===== config.mk =====
export PLATFORM = sky130hd
export DESIGN_NAME = mpc_chan_initiator
export DESIGN_NICKNAME = d
export VERILOG_FILES = /design/src/rtl/mpc_chan_initiator.sv
export SDC_FILE = /design/constraint.sdc
export NUM_CORES = 1
export LEC_CHECK = 0
export BUFFER_PORTS_ARGS = -buffer_cell sky130_fd_sc_hd__buf_2
export CORE_AREA = 3 3 258 260
export DETAILED_ROUTE_END_ITERATION = 16
export DIE_AREA = 0 0 261 263
export GPL_ROUTABILITY_DRIVEN = 0
export PLACE_DENSITY = 0.5
export SYNTH_ARGS = -nofsm -noshare
export SYNTH_HDL_FRONTEND = slang
export SYNTH_SLANG_ARGS = --single-unit

===== constraint.sdc =====
create_clock -name clk -period 8.65 [get_ports clk]
set_clock_uncertainty 0.1 [all_clocks]
set_input_delay 1.73 -clock clk [delete_from_list [all_inputs] [get_ports clk]]
set_output_delay 1.73 -clock clk [all_outputs]
set_load 0.005 [all_outputs]

===== src/rtl/mpc_chan_initiator.sv =====
// Request-side engine for one mpc channel: registers commands onto the channel,
// tracks outstanding loads in order, and reports completions, fences and errors.

package mpc_pkg;

    typedef enum logic {
        MPC_OP_LOAD  = 1'b0,
        MPC_OP_STORE = 1'b1
    } mpc_op_e;

    typedef struct packed {
        mpc_op_e      op;
        logic [31:0]  addr;
        logic [127:0] wdata;
    } channel_req_t;

    typedef enum logic [1:0] {
        ST_RUN        = 2'd0,
        ST_FENCE_WAIT = 2'd1,
        ST_ERROR      = 2'd2
    } chan_state_e;

endpackage

module mpc_chan_initiator
    import mpc_pkg::*;
#(
    parameter int unsigned MaxOutstanding = 4,
    parameter int unsigned TimeoutCycles  = 1024
) (
    input  logic                                clk,
    input  logic                                rst,

    // Handshakes: a transfer happens on an edge where valid && ready; a
    // valid producer holds its payload stable and never drops valid before
    // that transfer.
    input  logic                                cmd_valid,
    output logic                                cmd_ready,
    input  logic                                cmd_fence,
    input  mpc_op_e                             cmd_op,
    input  logic [31:0]                         cmd_addr,
    input  logic [127:0]                        cmd_wdata,

    output logic                                req_bus_valid,
    input  logic                                req_bus_ready,
    output channel_req_t                        req_bus,

    input  logic                                rsp_bus_valid,
    output logic                                rsp_bus_ready,
    input  logic [127:0]                        rsp_bus_rdata,

    output logic                                done_valid,
    input  logic                                done_ready,
    output logic [31:0]                         done_addr,
    output logic [127:0]                        done_rdata,

    output logic [$clog2(MaxOutstanding):0]     outstanding,
    output logic                                err_timeout,
    output logic                                err_unexpected,
    output logic [15:0]                         stat_loads,
    output logic [15:0]                         stat_stores,
    output chan_state_e                         fsm_state
);

    localparam int unsigned AW = $clog2(MaxOutstanding);
    localparam int unsigned CW = AW + 1;
    localparam int unsigned WW = $clog2(TimeoutCycles + 1);

    localparam logic [CW-1:0] FIFO_DEPTH = CW'(MaxOutstanding);
    localparam logic [WW-1:0] WD_LAST    = WW'(TimeoutCycles - 1);
    localparam logic [WW-1:0] WD_MAX     = WW'(TimeoutCycles);

    chan_state_e   state_q, state_d;

    channel_req_t  req_q;
    logic          req_valid_q;

    logic [31:0]   fifo_mem [MaxOutstanding];
    logic [AW-1:0] wr_ptr_q, rd_ptr_q;
    logic [CW-1:0] count_q;

    logic          done_valid_q;
    logic [31:0]   done_addr_q;
    logic [127:0]  done_rdata_q;

    logic [WW-1:0] wd_q;

    logic slot_free;
    logic fifo_full;
    logic fifo_empty;
    logic cmd_fire;
    logic slot_load;
    logic push;
    logic pop;
    logic req_fire;
    logic rsp_unexpected;
    logic wd_run;
    logic wd_expire;

    assign slot_free  = !req_valid_q || req_bus_ready;
    assign fifo_full  = (count_q == FIFO_DEPTH);
    assign fifo_empty = (count_q == '0);

    // ------------------------------------------------------------------
    // Control FSM
    // ------------------------------------------------------------------
    always_ff @(posedge clk) begin
        if (rst) begin
            state_q <= ST_RUN;
        end else begin
            state_q <= state_d;
        end
    end

    always_comb begin
        state_d   = state_q;
        cmd_ready = 1'b0;
        case (state_q)
            ST_RUN: begin
                if (cmd_valid && cmd_fence) begin
                    state_d = ST_FENCE_WAIT;
                end else if (cmd_op == MPC_OP_STORE) begin
                    cmd_ready = slot_free;
                end else begin
                    // No pop-then-push bypass: a full FIFO refuses even if it drains this cycle.
                    cmd_ready = slot_free && !fifo_full;
                end
            end
            ST_FENCE_WAIT: begin
                cmd_ready = !req_valid_q && fifo_empty && !done_valid_q;
                if (cmd_valid && cmd_ready) begin
                    state_d = ST_RUN;
                end
            end
            ST_ERROR: begin
                cmd_ready = 1'b0;
            end
            default: begin
                state_d = ST_RUN;
            end
        endcase
        if (wd_expire) begin
            state_d = ST_ERROR;
        end
        if (rst) begin
            cmd_ready = 1'b0;
        end
    end

    assign cmd_fire  = cmd_valid && cmd_ready;
    assign slot_load = cmd_fire && (state_q == ST_RUN);
    assign push      = slot_load && (cmd_op == MPC_OP_LOAD);

    // ------------------------------------------------------------------
    // Request slot and issue statistics
    // ------------------------------------------------------------------
    assign req_fire = req_valid_q && req_bus_ready;

    always_ff @(posedge clk) begin
        if (rst) begin
            req_valid_q <= 1'b0;
            req_q       <= '0;
        end else if (slot_load) begin
            req_valid_q <= 1'b1;
            req_q.op    <= cmd_op;
            req_q.addr  <= cmd_addr;
            req_q.wdata <= cmd_wdata;
        end else if (req_bus_ready) begin
            req_valid_q <= 1'b0;
        end
    end

    always_ff @(posedge clk) begin
        if (rst) begin
            stat_loads  <= '0;
            stat_stores <= '0;
        end else if (req_fire) begin
            if (req_q.op == MPC_OP_LOAD) begin
                stat_loads <= stat_loads + 16'd1;
            end else begin
                stat_stores <= stat_stores + 16'd1;
            end
        end
    end

    // ------------------------------------------------------------------
    // In-order load address FIFO
    // ------------------------------------------------------------------
    always_comb begin
        rsp_bus_ready = 1'b0;
        if (rst) begin
            rsp_bus_ready = 1'b0;
        end else if (fifo_empty) begin
            // Nothing is owed: swallow a stray response so the channel cannot wedge.
            rsp_bus_ready = rsp_bus_valid;
        end else begin
            rsp_bus_ready = !done_valid_q || done_ready;
        end
    end

    assign pop            = rsp_bus_valid && rsp_bus_ready && !fifo_empty;
    assign rsp_unexpected = rsp_bus_valid && fifo_empty;

    always_ff @(posedge clk) begin
        if (push) begin
            fifo_mem[wr_ptr_q] <= cmd_addr;
        end
    end

    always_ff @(posedge clk) begin
        if (rst) begin
            wr_ptr_q <= '0;
            rd_ptr_q <= '0;
            count_q  <= '0;
        end else begin
            if (push) begin
                wr_ptr_q <= wr_ptr_q + AW'(1);
            end
            if (pop) begin
                rd_ptr_q <= rd_ptr_q + AW'(1);
            end
            case ({push, pop})
                2'b10:   count_q <= count_q + CW'(1);
                2'b01:   count_q <= count_q - CW'(1);
                default: count_q <= count_q;
            endcase
        end
    end

    // ------------------------------------------------------------------
    // Completion register
    // ------------------------------------------------------------------
    always_ff @(posedge clk) begin
        if (rst) begin
            done_valid_q <= 1'b0;
            done_addr_q  <= '0;
            done_rdata_q <= '0;
        end else if (pop) begin
            done_valid_q <= 1'b1;
            done_addr_q  <= fifo_mem[rd_ptr_q];
            done_rdata_q <= rsp_bus_rdata;
        end else if (done_ready) begin
            done_valid_q <= 1'b0;
        end
    end

    // ------------------------------------------------------------------
    // Response watchdog and sticky error flags
    // ------------------------------------------------------------------
    assign wd_run    = !fifo_empty && !pop;
    assign wd_expire = wd_run && (wd_q == WD_LAST);

    always_ff @(posedge clk) begin
        if (rst) begin
            wd_q <= '0;
        end else if (!wd_run) begin
            wd_q <= '0;
        end else if (wd_q != WD_MAX) begin
            wd_q <= wd_q + WW'(1);
        end
    end

    always_ff @(posedge clk) begin
        if (rst) begin
            err_timeout    <= 1'b0;
            err_unexpected <= 1'b0;
        end else begin
            if (wd_expire) begin
                err_timeout <= 1'b1;
            end
            if (rsp_unexpected) begin
                err_unexpected <= 1'b1;
            end
        end
    end

    // Valids are masked during reset so no handshake can complete in that cycle.
    assign req_bus_valid = req_valid_q && !rst;
    assign req_bus       = req_q;
    assign done_valid    = done_valid_q && !rst;
    assign done_addr     = done_addr_q;
    assign done_rdata    = done_rdata_q;
    assign outstanding   = count_q;
    assign fsm_state     = state_q;

endmodule

======== After elaboration in Yosys (flattened, before gate mapping) ========
Memory sizes are Yosys's and may differ from the RTL's. A register that Yosys moved wholly into a read port is not among the register bits.
Cells that the tools add are included.
word-level totals
  output and inout bits ................... 364
  logic and storage cells ................. 92
  register bits ........................... 345
  memories ................................ 1
  input bits .............................. 296
  memory bits (writable) .................. 128
cells by class
  mux-type cells .......................... 17
  equality and inequality tests ........... 12
  bitwise gates (word level) .............. 4
  reductions and logical operators ........ 35
  add/sub/neg operators ................... 7
memory list
  name      depth  bits a word  read ports  clocked after memory_dff  write ports  line  text
  fifo_mem  4      32           1           1                         1            78    logic [31:0] fifo_mem [MaxOutstanding];
operators with widths
  cell                                               count
  adder 16 x 1 -> 16 bit (second input constant)     2
  logical AND 1 bit                                  16
  adder 11 x 1 -> 11 bit (second input constant)     1
  == test 11 x 10 -> 1 bit (second input constant)   1
  2-to-1 mux 1 bit                                   11
  inequality test 11 bit (second input constant)     1
  zero test 1 bit                                    6
  2-to-1 mux 2 bit                                   3
  inequality test 2 bit (second input constant)      3
  inequality test 3 bit (second input constant)      2
  case mux 2 bit (3 select lines)                    1
  case mux 3 bit (2 select lines)                    1
  AND reduction 3 bit                                2
  nonzero test 2 bit                                 3
  adder 2 x 1 -> 2 bit (second input constant)       2
  == test 2 x 1 -> 1 bit (second input constant)     2
  == test 2 bit (second input constant)              2
  NOT 1 bit                                          4
  AND reduction 2 bit                                2
  OR reduction 2 bit                                 2
  adder 3 x 1 -> 3 bit (second input constant)       1
  == test 3 bit (second input constant)              1
  zero test 3 bit                                    1
  subtractor 3 x 1 -> 3 bit (second input constant)  1
  3 further kinds                                    4

======== Logic depth before layout (Yosys ltp) ========
Gate-level depths: netlist of run 1.
  depth in word-level cells ............... 12
  depth in mapped cells ................... 12

======== Least setup slack after synthesis of run 1 ========
No wires, ideal clock.
  path kind ............................... input port to output port
  start point ............................. input port rst
  end point ............................... output port rsp_bus_ready
  buffers on the path ..................... 3
  arrival time ............................ 2.597 ns
  setup slack ............................. 4.223 ns
  cell stages on the path ................. 4
  data required time ...................... 6.820 ns
  path through ............................ clkbuf_1 > clkbuf_1 > clkbuf_1 > nor2_1
on the way
  cells in the longest elaborated chain, start to end .. 1
ends and longest elaborated chain
  item                line  text
  start: declaration  32    input logic rst,
  2-to-1 mux 1 bit    191   if (rst) begin
  end: declaration    49    output logic rsp_bus_ready,
No other way between the ends.

======== Worst setup path after layout of run 1 ========
  start point ............................. input port rst
  end point ............................... output port req_bus_valid
on the way
  cells in the longest elaborated chain, start to end .. 2
ends and longest elaborated chain
  item               line  text
  zero test 1 bit    278   assign req_bus_valid = req_valid_q && !rst;
  logical AND 1 bit  278
  end: declaration   44    output logic req_bus_valid,
No other way between the ends.

==> results of run 1 <==
## Yosys cell counts, types with 2 or more instances
library cell | number | share of area
buf_1 | 16 | 0.0033
and4_1 | 4 | 0.0019
dfxtp_1 | 377 | 0.41
inv_1 | 13 | 0.0027
nor2b_1 | 3 | 0.0010
nand4_2 | 2 | 0.0014
nand4_1 | 10 | 0.0034
o31ai_1 | 6 | 0.0025
and3_1 | 8 | 0.0027
clkbuf_1 | 70 | 0.014
nor3_1 | 11 | 0.0030
nor2_1 | 40 | 0.0082
nand3_1 | 16 | 0.0044
o21ai_0 | 7 | 0.0019
nand2_1 | 660 | 0.14
or3_1 | 6 | 0.0021
mux2i_1 | 4 | 0.0022
nand2b_1 | 6 | 0.0021
buf_2 | 40 | 0.011
edfxtp_1 | 128 | 0.21
nand3b_1 | 2 | 0.00082
nor4_1 | 6 | 0.0021
ha_1 | 9 | 0.0062
a21oi_1 | 343 | 0.094
xor2_1 | 13 | 0.0063
mux4_2 | 32 | 0.040
or4_1 | 6 | 0.0025
xnor2_1 | 18 | 0.0087
or2_1 | 2 | 0.00069
## power by group through the flow
stage	Sequential, mW	Combinational (mW)	Clock, mW
2_1_floorplan	2.56	0.147	0
3_3_place_gp	2.56	0.329	0
3_5_place_dp	2.56	0.333	0
4_1_cts	2.51	0.334	2.45
5_1_grt	2.51	0.366	2.55
6_report	2.51	0.328	2.37
## stage by stage
step | instance area, sq um | power (mW)
after CTS | 24030 | 5.296
final | 24050 | 5.208
after global placement | 22180 | 2.886
after detailed placement | 22180 | 2.891
after global routing | 24040 | 5.431
after floorplan | 18210 | 2.706
## logic make-up (layout without fill, tap and decap cells)
logic type / after synthesis / in the layout
and+or+nand+nor: 793 / 793
DFF: 505 / 505
AOI/OAI and AO/OA: 359 / 359
buffers and inverters: 140 / 787
muxes: 37 / 37
xor gates and xnor gates: 31 / 31
adders and majority gates: 10 / 10
other: 0 / 9
## routing by layer
layer,GRT usage,wire (um),up-vias
met2,0.2803,28880,544
met3,0.04935,5145,101
met4,0.05424,1642,2
li1,-,-,7524
met5,0,13,-
met1,0.1932,23430,7258
## tightest hold or removal path, cell delays in order (launching register included)
cell and delay, ns:
dfxtp_1 0.30, nand2_1 0.05, a21oi_1 0.05
## how the worst min path moves through the flow
stage               slack [ns]        endpoint  depth (start not counted)      startpoint
detailed placement        0.34      req_bus[5]                          2      req_bus[5]
global placement          0.34  done_rdata[75]                          2  done_rdata[75]
global route              0.37      req_bus[5]                          2      req_bus[5]
CTS                       0.35      req_bus[5]                          2      req_bus[5]
finish                    0.35  done_rdata[12]                          2  done_rdata[12]
floorplan                 0.34     err_timeout                          2     err_timeout
## area by class of cell
cell class | count | area [sq um]
antenna | 9 | 22.52
clock buffer | 86 | 1644
clock inverter | 18 | 207.7
fill | 6545 | 40300
inverter | 14 | 55.05
multi-input combinational | 1230 | 6274
sequential | 505 | 11390
tap | 855 | 1070
timing repair buffer | 669 | 3383
## registers in the layout (all words and copies together), names as in the netlist
register	flops
outstanding	3
fsm_state	2
wd_q	11
req_bus	161
stat_stores	16
done_valid_q	1
done_addr	32
stat_loads	16
rd_ptr_q	2
err_timeout	1
wr_ptr_q	2
err_unexpected	1
fifo_mem	128
req_valid_q	1
done_rdata	128
==> impl_results.md, run 1 <==
* Yosys Warn Count at 0
* Worst EP arrival at 3.51 ns
* FF-to-FF setup slack at 4.99 ns
* CP cell instances: buf_8 > buf_4 > nor2b_1 > buf_2
* Min Hold Slack at 0.3491 ns
* Critical path class: in2out
* Clock power frac at 0.456
* Final #Nets at 2782
* Router iterations before antenna repair at 5
* R2r endpoint: outstanding[2]
* Total number of vias at 15.43k
* Syn_nets at 2181
* Leakage at 9.727 nW
* Unique masters post-synth at 46
* Part of the power in registers at 0.482
* Async set-or-reset flop fraction in the synthesized netlist at 0
* Sw frac at 0.2255
* Buffers on Ports at 659
* Worst Path Buf+Inv at 3
* WL final at 59.11 mm
* Max Fclk at 0.1874 GHz
* Synth Area in Simple Gates at 0.1782
* Vias/cell at 4.557
* Die footprint at 68640 sq um
* Minimum clock period at 5.337 ns
* # Post-CTS Setup Buffers at 0
* Worst Reg-to-Reg Cells at 10
* PwrDens at 216.5 nW/um^2
* Hold Crit Class: reg2reg
* # placed instances at 3273
* Worst slack, placed at 3.233 ns
* CP required at 6.82 ns
* Core area at 64350 sq um
* Startpoint Class: input port
* Outcome: finished clean
* Share of cells above drive strength 1 at 0.3184
* Final worst slack at 3.313 ns
* CTS tree: yes
* Largest family of logic cells by synthesized area: simple AND/OR/NAND/NOR gates
* Final setup vio count at 0
* Complex-gate fraction of the synthesized area at 0.09999
* Final ANT Viol Nets at 0
* CP max stage cell: buf_4
* RSZ-0062 raised after global routing: no
* DRC Markers at 0
* Final period util at 0.6170
* Gr usage total at 0.1630
* Slew Viols, Final at 0
* Leading cell type in the layout, fill and taps excluded: nand2_1
* Area share of fa/ha/maj cells after synthesis at 0.007284
* Routed wire length per instance at 17.46 um
* Initial DRC Count at 1020
* Clock Latency Late Sink at 0.58 ns
* CP top delay family: buffers and inverters
* Finished Layout Cells at 3386
* Mux share of post-synthesis cell area at 0.04240
* Crit path to: req_bus_valid
* Cell count after synthesis at 1875
* Clock Tree Buf Depth at 3
* Logic pwr share at 0.063
* Global-route wire length before repair at 88.42 mm
* Vias in the first global route at 14.88k
* I/O pin cnt at 660
* Die H at 263 um
* Register area share after synthesis at 0.6256
* Max-slew headroom at 0.3148
* Fin util at 0.3737
* CTS Root Cell: clkbuf_16
* Total grt overflow at 0
* Critical path origin: rst
* Delay of the slowest critical-path stage at 0.91 ns
* Synth Area in XOR/XNOR at 0.01491
* Tightest Pin Transition at 1.028 ns
* CP Capture Type: output port
* Post-route setup TNS at 0 ns
* Most frequent cells in the layout: nand2_1 (660), buf_2 (658), dfxtp_1 (375)
* Mean Syn Cell Area at 9.711 sq um
* Clock-pin slew on the worst setup and hold paths at 0.06 ns
* Max cap viols at 0
* Layout area overhead at 32.08%
* Max IR drop VDD at 0.1397 mV
* CTS buffer count at 56
* CTS Hold Bufs at 0
* DP HPWL at 41.15 mm
* Die width at 261 um
* Largest net degree at the start of global routing at 122
* Top FF cell, synth: dfxtp_1
* CP Max Fanout at 121
* Initial core utilization at 0.2830
* Int Power at 4.033 mW
* Post-Syn Area at 18210 sq um
* Post-CTS resize count at 0
* RR Startpoint: outstanding[0]
* CP Depth at 4
* Sinks on Clock Net at 505
* Final Hold Fails at 0
* Initial antenna violation count at 10
* Row cnt at 93
* CTS H-Tree Depth at 2
* Psw at 1.174 mW
* Number of synthesized register bits at 505
* EDFF count, synth at 128
(Power assumes the default switching activity.)
==> run 2, diff against run 1 <==
==> constraint.sdc (replaced) <==
create_clock -name clk -period 5.1 [get_ports clk]
set_clock_uncertainty 0.1 [all_clocks]
set_input_delay 1.02 -clock clk [delete_from_list [all_inputs] [get_ports clk]]
set_output_delay 1.02 -clock clk [all_outputs]
set_load 0.005 [all_outputs]
==> impl_results.md, run 2 (same netlist as run 1, synthesis figures left out) <==
* Total number of vias at 15.45k
* Gr usage total at 0.1637
* Hold Crit Class: reg2reg
* Final period util at 0.6452
* Critical path class: in2out
* Startpoint Class: input port
* # Post-CTS Setup Buffers at 0
* I/O pin cnt at 660
* Vias/cell at 4.564
* Worst slack, placed at 1.201 ns
* DRC Markers at 0
* Max reg flops at 161
* Clock Latency Late Sink at 0.59 ns
* Global-route wire length before repair at 88.83 mm
* Worst hold stages at 2
* Max cap viols at 0
* RSZ-0062 raised after global routing: no
* Max Fclk at 0.3039 GHz
* Die footprint at 68640 sq um
* Initial DRC Count at 943
* Max-slew headroom at 0.2010
* Share of cells above drive strength 1 at 0.3199
* DP HPWL at 41.63 mm
* Leakage at 9.727 nW
* Final ANT Viol Nets at 0
* Router iterations before antenna repair at 5
* CP Max Fanout at 6
* CTS H-Tree Depth at 2
* Slew Viols, Final at 0
* Fin util at 0.3733
* Sinks on Clock Net at 505
* Core area at 64350 sq um
* Final worst slack at 1.810 ns
* Post-route setup TNS at 0 ns
* Worst Reg-to-Reg Cells at 9
* Worst EP arrival at 2.17 ns
* CP Capture Type: output port
* Layout area overhead at 31.93%
* Die H at 263 um
* Final #Nets at 2785
* Post-CTS resize count at 0
* FF-to-FF setup slack at 1.91 ns
* Initial core utilization at 0.2830
* Hold wc startpoint: err_timeout
* Vias in the first global route at 15.03k
* Largest net degree at the start of global routing at 181
* Minimum clock period at 3.290 ns
* CTS Hold Bufs at 0
* Initial antenna violation count at 10
* Design Area, Final at 24020 sq um
* Total grt overflow at 0
* CTS buffer count at 56
* Leading cell type in the layout, fill and taps excluded: nand2_1
* CTS tree: yes
* Most frequent cells in the layout: nand2_1 (660), buf_2 (658), dfxtp_1 (375)
* Routed wire length per instance at 17.51 um
* Area after DPL at 22240 sq um
* CTS Root Cell: clkbuf_16
* PwrDens at 361.1 nW/um^2
* WL final at 59.27 mm
* Tightest Pin Transition at 1.198 ns
* CP required at 3.98 ns
* Clock-pin slew on the worst setup and hold paths at 0.05 ns
* Row cnt at 93
* Buffers on Ports at 659
* Hold EP: err_timeout
* Max IR drop VDD at 0.2663 mV
* Die width at 261 um
* Outcome: finished clean
* Final Hold Fails at 0
* Final setup vio count at 0
* RR Startpoint: outstanding[0]
* Clock Tree Buf Depth at 3
* R2r endpoint: outstanding[2]
run 2: cell count changes in the layout (fill, tap and decap cells not counted), sizes merged:
cell,change
buf,+3
diode,-5
clkbuf,-7
clkinv,+10
bufinv,-3
clkinvlp,+1
run 2: stage by stage:
stage / hold WS, ns / instances / total power [mW]
floorplan: 0.3421 / 1875 / 4.589
global placement: 0.3376 / 3276 / 4.900
detailed placement: 0.3342 / 3276 / 4.911
CTS: 0.3491 / 3381 / 8.819
global route: 0.3656 / 3384 / 9.042
finish: 0.3452 / 3385 / 8.674
run 2: report_power, final:
group	internal (mW)	switching [mW]	total, mW	leakage, nW
logic	0.231	0.328	0.559	4.64
clock network	2.24	1.62	3.86	0.879
registers	4.20	0.0540	4.26	4.21
run 2: how the worst max path moves through the flow:
stage,depth (start not counted),slack [ns],start,endpoint
3_5_place_dp,10,1.20,done_ready,outstanding[2]
5_1_grt,9,1.59,outstanding[0],outstanding[2]
4_1_cts,4,1.68,rst,done_valid
2_1_floorplan,12,1.79,rst,outstanding[2]
3_3_place_gp,10,1.17,done_ready,outstanding[2]
6_report,5,1.81,cmd_valid,cmd_ready
run 2: worst max-delay path, stage by stage:
cell      delay (ns)
buf_2           0.13
a21oi_1         0.46
nand3_1         0.14
a211oi_1        0.24
buf_2           0.17
run 2: layout make-up:
cell class,count,area [sq um]
Fill cell,6609,40330
Sequential cell,505,11390
Multi-Input combinational cell,1230,6274
Timing Repair Buffer,672,3443
Clock buffer,79,1608
Tap cell,855,1070
Clock inverter,26,168.9
Inverter,14,55.05
Antenna cell,4,10.01
run 2: per-layer routing:
layer | GRT usage | share of wire | vias up
met1 | 0.1934 | 0.40 | 7306
met5 | 0 | 0.00076 | -
met3 | 0.04483 | 0.081 | 107
met2 | 0.2893 | 0.50 | 511
met4 | 0.04675 | 0.025 | 8
li1 | - | - | 7518
==> run 3, diff against run 2 <==
--- a/config.mk
+++ b/config.mk
@@ -5,12 +5,13 @@
 export SDC_FILE = /design/constraint.sdc
 export NUM_CORES = 1
 export LEC_CHECK = 0
+export ABC_AREA = 1
 export BUFFER_PORTS_ARGS = -buffer_cell sky130_fd_sc_hd__buf_2
-export CORE_AREA = 3 3 258 260
+export CORE_MARGIN = 3
+export CORE_UTILIZATION = 30
 export DETAILED_ROUTE_END_ITERATION = 16
-export DIE_AREA = 0 0 261 263
 export GPL_ROUTABILITY_DRIVEN = 0
-export PLACE_DENSITY = 0.5
+export PLACE_DENSITY = 0.53
 export SYNTH_ARGS = -nofsm -noshare
 export SYNTH_HDL_FRONTEND = slang
 export SYNTH_SLANG_ARGS = --single-unit
==> constraint.sdc (replaced) <==
create_clock -name clk -period 3.4 [get_ports clk]
set_clock_uncertainty 0.1 [all_clocks]
set_input_delay 0.68 -clock clk [delete_from_list [all_inputs] [get_ports clk]]
set_output_delay 0.68 -clock clk [all_outputs]
set_load 0.005 [all_outputs]
==> impl_results.md, run 3 <==
* Outcome: finished clean
* Hold Crit Class: in2reg
* EDFF count, synth at 128
* Max IR drop VDD at 0.4171 mV
* Hold EP: fifo_mem[1][1]
* DRC Markers at 0
* Post-route setup TNS at 0 ns
* Initial DRC Count at 1040
* Final period util at 0.8519
* Max cap viols at 0
* WL final at 61.17 mm
* Largest cells by area after synthesis: dfxtp_1 (40%), edfxtp_1 (21%), nand2_1 (10%)
* Buffers on Ports at 659
* CTS tree: yes
* CP Capture Type: output port
* Top-area cell type share of the netlist area at 0.4037
* Post-Syn Area at 18690 sq um
* Largest net degree at the start of global routing at 162
* Total number of vias at 16.89k
* Max reg flops at 161
* Die H at 255.6 um
* Fin util at 0.4036
* Final Hold Fails at 0
* Syn_nets at 2424
* Minimum clock period at 2.897 ns
* Async set-or-reset flop fraction in the synthesized netlist at 0
* Worst hold stages at 1
* Final ANT Viol Nets at 0
* Hold wc startpoint: cmd_addr[1]
* Total grt overflow at 0
* DP HPWL at 42.23 mm
* Leakage at 10.31 nW
* Leading cell type in the layout, fill and taps excluded: buf_2
* Cell with the most instances after synthesis: nand2_1
* Unique masters post-synth at 32
* RR Startpoint: outstanding[1]
* Mean Syn Cell Area at 8.826 sq um
* PwrDens at 545.2 nW/um^2
* Vias in the first global route at 16.40k
* FF-to-FF setup slack at 1.00 ns
* Cell count after synthesis at 2118
* Top FF cell, synth: dfxtp_1
* Layout area overhead at 31.76%
* Yosys Warn Count at 0
* Worst slack, placed at 0.6920 ns
* Worst EP arrival at 2.12 ns
* Router iterations before antenna repair at 6
* Clock Latency Late Sink at 0.61 ns
* CP required at 2.62 ns
* Global-route wire length before repair at 94.17 mm
* Final worst slack at 0.5034 ns
* Max-slew headroom at 0.4117
* RSZ-0062 raised after global routing: no
* R2r endpoint: fifo_mem[3][23]
* Worst Reg-to-Reg Cells at 9
* Post-synth top area cell: dfxtp_1
* CP Max Fanout at 13
* Most frequent cells in the layout: buf_2 (658), nand2_1 (503), dfxtp_1 (376)
* Startpoint Class: flip-flop
* CTS Hold Bufs at 0
* Register area share after synthesis at 0.6093
* Gr usage total at 0.1777
* Final setup vio count at 0
* Die width at 255.6 um
* Sinks on Clock Net at 505
* Clock-pin slew on the worst setup and hold paths at 0.06 ns
* Slew Viols, Final at 0
* Die footprint at 65340 sq um
* # placed instances at 3488
* CTS H-Tree Depth at 2
* I/O pin cnt at 660
* Row cnt at 90
* Initial core utilization at 0.3063
* Critical path class: reg2out
* Tot Pwr at 13.43 mW
* Tightest Pin Transition at 0.8825 ns
* Initial antenna violation count at 3
* CTS Root Cell: clkbuf_16
* CTS buffer count at 56
* Core area at 61030 sq um
* Final #Nets at 3024
* Routed wire length per instance at 17.01 um
* Vias/cell at 4.694
* Post-CTS resize count at 0
* # Post-CTS Setup Buffers at 0
* Finished Layout Cells at 3597
* Max Fclk at 0.3452 GHz
* Share of cells above drive strength 1 at 0.2914
* Clock Tree Buf Depth at 3
* Commonest cells post-synth: nand2_1 (503), dfxtp_1 (377), a21oi_1 (322)
* Number of synthesized register bits at 505
[run 3: cells by family after synthesis]
logic type                 after synthesis  synth area share
and+or+nand+nor                        916            0.2013
DFF                                    505            0.6093
AOI/OAI and AO/OA                      474            0.1294
buffers and inverters                  206           0.04960
adders and majority gates               10          0.007095
xor gates and xnor gates                 7          0.003280
[run 3: report_power, final]
group / switching, mW / internal (mW) / leakage (nW)
Combinational: 0.610 / 0.383 / 5.18
Sequential: 0.0775 / 6.31 / 4.21
Clock: 2.56 / 3.48 / 0.922
Total: 3.25 / 10.2 / 10.3
[run 3: through the flow]
step / area (sq um) / hold WS [ns]
2_1_floorplan: 18690 / 0.3466
3_3_place_gp: 22750 / 0.3435
3_5_place_dp: 22750 / 0.3377
4_1_cts: 24620 / 0.1421
5_1_grt: 24630 / 0.1770
6_report: 24630 / 0.1958
[run 3: per-layer routing]
layer  wire length (um)  vias up  GRT usage
li1                   -     8314          -
met1              25030     7924     0.2110
met2              30370      552     0.3162
met3               4308       93    0.04561
met4               1451        2    0.05195
met5                 13        -          0
[run 3: worst max-delay path, stage by stage (launching register included)]
cell	delay, ns
dfxtp_1	0.35
inv_2	0.08
nand2_1	0.08
nor2_4	0.14
nand3_1	0.15
a21oi_4	0.49
buf_2	0.21
[run 3: worst max-delay path by stage]
| stage | start | slack [ns] | end | cells past startpoint |
|---|---|---|---|---|
| 3_3_place_gp | rst | 0.57 | outstanding[2] | 11 |
| 5_1_grt | outstanding[0] | 0.29 | cmd_ready | 6 |
| 3_5_place_dp | rst | 0.69 | outstanding[2] | 11 |
| 4_1_cts | outstanding[1] | 0.40 | cmd_ready | 6 |
| 2_1_floorplan | req_bus_ready | 0.18 | fifo_mem[0][0] | 6 |
| 6_report | outstanding[1] | 0.50 | cmd_ready | 6 |
[run 3: final cells by class]
type                       count  area, sq um
fill                        6267        36400
antenna                        3        7.507
clock buffer                  73         1595
tap                          828         1036
clock inverter                33        280.3
timing repair buffer         690         3679
multi-input combinational   1407         6421
sequential                   505        11390
inverter                      58        220.2
